`config.mk`:
```
export PLATFORM = sky130hd
export DESIGN_NAME = pulse_spacer
export DESIGN_NICKNAME = d
export VERILOG_FILES = /design/src/rtl/pulse_spacer.sv
export SDC_FILE = /design/constraint.sdc
export NUM_CORES = 1
export LEC_CHECK = 0
export ABC_AREA = 1
export BUFFER_PORTS_ARGS = -buffer_cell sky130_fd_sc_hd__buf_2
export CAP_MARGIN = 20
export CORE_MARGIN = 2
export CORE_UTILIZATION = 60
export CTS_BUF_LIST = sky130_fd_sc_hd__clkbuf_4
export CTS_CLUSTER_SIZE = 24
export DETAILED_ROUTE_END_ITERATION = 6
export GPL_TIMING_DRIVEN = 0
export PLACE_DENSITY = 0.79
export SKIP_CTS_REPAIR_TIMING = 1
export SKIP_LAST_GASP = 1
export SYNTH_ARGS = -nofsm -noshare
export SYNTH_HDL_FRONTEND = slang
export SYNTH_SLANG_ARGS = --single-unit
```
`constraint.sdc`:
```
create_clock -name i_aclk -period 3.8 [get_ports i_aclk]
set_input_delay 0.76 -clock i_aclk [delete_from_list [all_inputs] [get_ports i_aclk]]
set_output_delay 0.76 -clock i_aclk [all_outputs]
set_load 0.01 [all_outputs]
```
`src/rtl/pulse_spacer.sv`:
```
// pulse_spacer: queues bursty events and re-emits them as pulses spaced MIN_GAP aclk cycles apart
module pulse_spacer #(
    parameter int MIN_GAP = 6,
    parameter int CNT_W   = 8
) (
    input  logic             i_aclk,
    input  logic             i_aclk_rst_n,
    input  logic             i_event,
    input  logic             i_clr_overflow,
    output logic             o_pulse_aclk,
    output logic [CNT_W-1:0] o_pending,
    output logic             o_overflow,
    output logic             o_busy
);
    typedef enum logic {READY, GAP} state_t;
    localparam logic [CNT_W-1:0] PEND_MAX = '1;
    localparam logic [7:0]       GAP_LOAD = 8'(MIN_GAP - 1);
    state_t           state, state_next;
    logic [7:0]       gap_cnt, gap_next;
    logic [CNT_W-1:0] pending_next;
    logic             fire, drop, overflow_next, busy_next;
    // state, gap counter, queue depth and all outputs are registered here
    always_ff @(posedge i_aclk or negedge i_aclk_rst_n) begin
        if (!i_aclk_rst_n) begin
            state        <= READY;
            gap_cnt      <= '0;
            o_pending    <= '0;
            o_pulse_aclk <= 1'b0;
            o_overflow   <= 1'b0;
            o_busy       <= 1'b0;
        end else begin
            state        <= state_next;
            gap_cnt      <= gap_next;
            o_pending    <= pending_next;
            o_pulse_aclk <= fire;
            o_overflow   <= overflow_next;
            o_busy       <= busy_next;
        end
    end
    // fire decision, gap countdown, saturating queue update and sticky overflow
    always_comb begin
        fire          = (state == READY) && (o_pending != '0 || i_event);
        drop          = i_event && !fire && (o_pending == PEND_MAX);
        pending_next  = (i_event && !fire && !drop) ? o_pending + 1'b1 :
                        (fire && !i_event)          ? o_pending - 1'b1 : o_pending;
        gap_next      = fire ? GAP_LOAD : (state == GAP) ? gap_cnt - 8'd1 : gap_cnt;
        state_next    = fire ? ((MIN_GAP > 1) ? GAP : READY) :
                        (state == GAP && gap_cnt == 8'd1) ? READY : state;
        overflow_next = drop || (o_overflow && !i_clr_overflow);
        busy_next     = (pending_next != '0) || (gap_next != 8'd0);
    end
endmodule

```
==> key figures <==
Run status
  • Run status: finished, final reports clean

Layout
  • Synth-to-Final Area Change: 9.859%
  • Commonest non-fill, non-tap cell in the layout: nand2_1
  • Final non-filler cell total: 240
  • Diode count: 0
  • Layout cells sized above 1: between 10% and 20%
  • Final Net Count: 221
  • Most frequent cells in the layout: nand2_1 (56), inv_1 (30), nand3_1 (24), dfrtp_1 (20), nor2_1 (16)

GRT
  • Largest net degree at the start of global routing: 21
  • First-pass GRT wire length: 5.133 mm
  • Total track usage: 26.04%
  • Initial antenna violation count: 0
  • Grt ovf: 0
  • Vias in the first global route: 1234

Place
  • # port buffers: 14
  • Dpl hpwl: 2.267 mm
  • Post-place setup slack: 1674 ps
  • Dpl cells: approximately 240
  • GP Congestion: about 0.85

Synthesis
  • Avg Inst Size Synth: around 7 µm²
  • Ys async rst share: 100.0%
  • Register area share after synthesis: between 30% and 40%
  • Ys flop type: dfrtp_1
  • Post-synth EDFFs: 0
  • Synth Instances: ~190
  • Yosys reg bits: 20
  • Synth unique cells: 21
  • Synth Cell Area: 1333 µm²
  • Syn Nets: 202
  • Syn. warnings: 0

Routing
  • Iteration-0 DRC count of the detailed router: 48
  • Vias: 1289
  • Drt drc: 0
  • TritonRoute pass-1 iters: 4
  • Vias per Instance: 5.371
  • Routed Antenna Nets: 0
  • Post-Route WL: 2.849 mm
  • Routed WL per cell: 11.87 µm

Critical path
  • Worst reg2reg path depth: 13
  • Maximum fanout along the worst path: 7
  • Startpoint Class: register
  • WS Path Type: reg2reg
  • Crit path DAT: 2090 ps
  • Worst EP required: between 4000 and 5000 ps
  • Crit. End Element: register

Floorplanning
  • Horiz. Die Dim: 51.13 µm
  • Chip Height: 51.13 µm
  • Number of I/O pins: 15
  • Core Box Area: 2148 µm²
  • Initial Util: 62.03%
  • Die area: 2614 µm²
  • Row count: 17

STA
  • Peak Freq: between 500 and 600 MHz
  • Hold Violations, Final: 0
  • Post-Route Skew: 7.515 ps
  • Max-slew violation count: 0
  • Slew Limit Headroom: 70.06%
  • Total negative slack: 0 ps
  • Setup WS post-layout: 1917 ps
  • # setup viols final: 0
  • Final critical-path share of the clock period: 49.56%
  • Shortest period the worst path allows: about 1900 ps
  • RSZ-0062 raised after global routing: false
  • Worst slew pin tran: ~450 ps

CTS
  • Total CTS buffers: 3
  • TritonCTS clock tree: yes
  • Clock Tree Buf Depth: 2
  • CTS H-Tree Depth: 1
  • TritonCTS Sinks: 20
  • Root buffer cell: clkbuf_4
  • Worst-path clk slew: ~120 ps
  • Worst-skew pair later-pin latency: 310 ps

Power and ir drop
  • Leak: 0.8224 nW
  • Peak VDD IR: between 0.3 and 0.4 mV
  • Power Density: 464.0 nW/µm²

Worst hold path
  • Class of the worst hold path: in2async

Run
  • Max-Cap Viols: 0
## through the flow
step / util [%] / instance area, µm² / hold WS, ps / power [mW]
final: 68.14 / 1464 / 372.3 / 0.6792
after global placement: 66.92 / 1438 / 522.1 / 0.5610
after CTS: 68.14 / 1464 / 390.8 / 0.6788
after floorplan: - / 1333 / 464.4 / 0.4829
after detailed placement: 66.92 / 1438 / 531.0 / 0.5733
after global routing: 68.14 / 1464 / 401.6 / 0.7385
## worst max-delay path, cell delays in order (launching register included)
cell and delay (ps):
dfrtp_1 460, inv_1 150, ha_1 190, nand2_1 70, nor2_1 130, nand2_2 90, nand2_4 120, nand2_4 60
nor2_2 80, nand2_1 60, nor2_1 110, nand3_1 100, nor2_2 90, nand3_1 70
## cell usage after synthesis (2+ instances only)
library cell  number  area share, %
nand2_1           56             16
inv_1             30            8.5
nand3_1           24            9.0
dfrtp_1           20             38
nor2_1            16            4.5
inv_2              8            2.3
nor2_2             6            2.8
nand2_2            5            2.3
nand4_1            5            2.3
ha_1               4            3.8
a21oi_1            3            1.1
nor3_1             3            1.1
xor2_1             3            2.0
nand2_4            2            1.7
nand3_2            2            1.5
o21ai_0            2           0.75
## area by class of cell
| type | count | area, µm² |
|---|---|---|
| fill | 192 | 684.4 |
| tap | 28 | 35.03 |
| inverter | 38 | 142.6 |
| clock inverter | 1 | 3.754 |
| timing repair buffer | 14 | 70.07 |
| sequential | 20 | 500.5 |
| clock buffer | 3 | 22.52 |
| multi-input combinational | 136 | 689.4 |
## logic make-up (layout without fill, tap and decap cells)
family | Yosys count | count (layout) | synth area share, %
buffers and inverters | 38 | 56 | 10.70
DFF | 20 | 20 | 37.56
and+or+nand+nor | 121 | 121 | 42.63
adders and majority gates | 4 | 4 | 3.756
xor gates and xnor gates | 3 | 3 | 1.972
AOI/OAI and AO/OA | 8 | 8 | 3.380
## sequential cells by signal, summed over array words and instances (netlist names)
| register | count |
|---|---|
| o_overflow | 1 |
| o_pulse_aclk | 1 |
| state | 1 |
| gap_cnt | 8 |
| o_pending | 8 |
| o_busy | 1 |
## where the power goes
part / internal, mW / switching, mW
clock network: 0.0385 / 0.0689
registers: 0.246 / 0.0598
logic: 0.0922 / 0.174
## routing by layer
layer	global-route usage, %	part of all wire, %
met5	0	0
met4	12.16	2.4
met1	34.41	46
met3	4.386	6.0
met2	41.56	45
## final timing paths
| check | slack [ps] | startpoint | to |
|---|---|---|---|
| hold / removal | 370 | i_aclk_rst_n | o_overflow |
| setup / recovery | 1920 | o_pending[0] | o_busy |
| hold reg to reg | 550 | o_overflow | o_overflow |
| max in group asynchronous | 3110 | i_aclk_rst_n | gap_cnt[7] |
| min in group i_aclk | 550 | o_overflow | o_overflow |
| setup reg to reg | 1920 | o_pending[0] | o_busy |
Power figures use the tool's default switching activity.
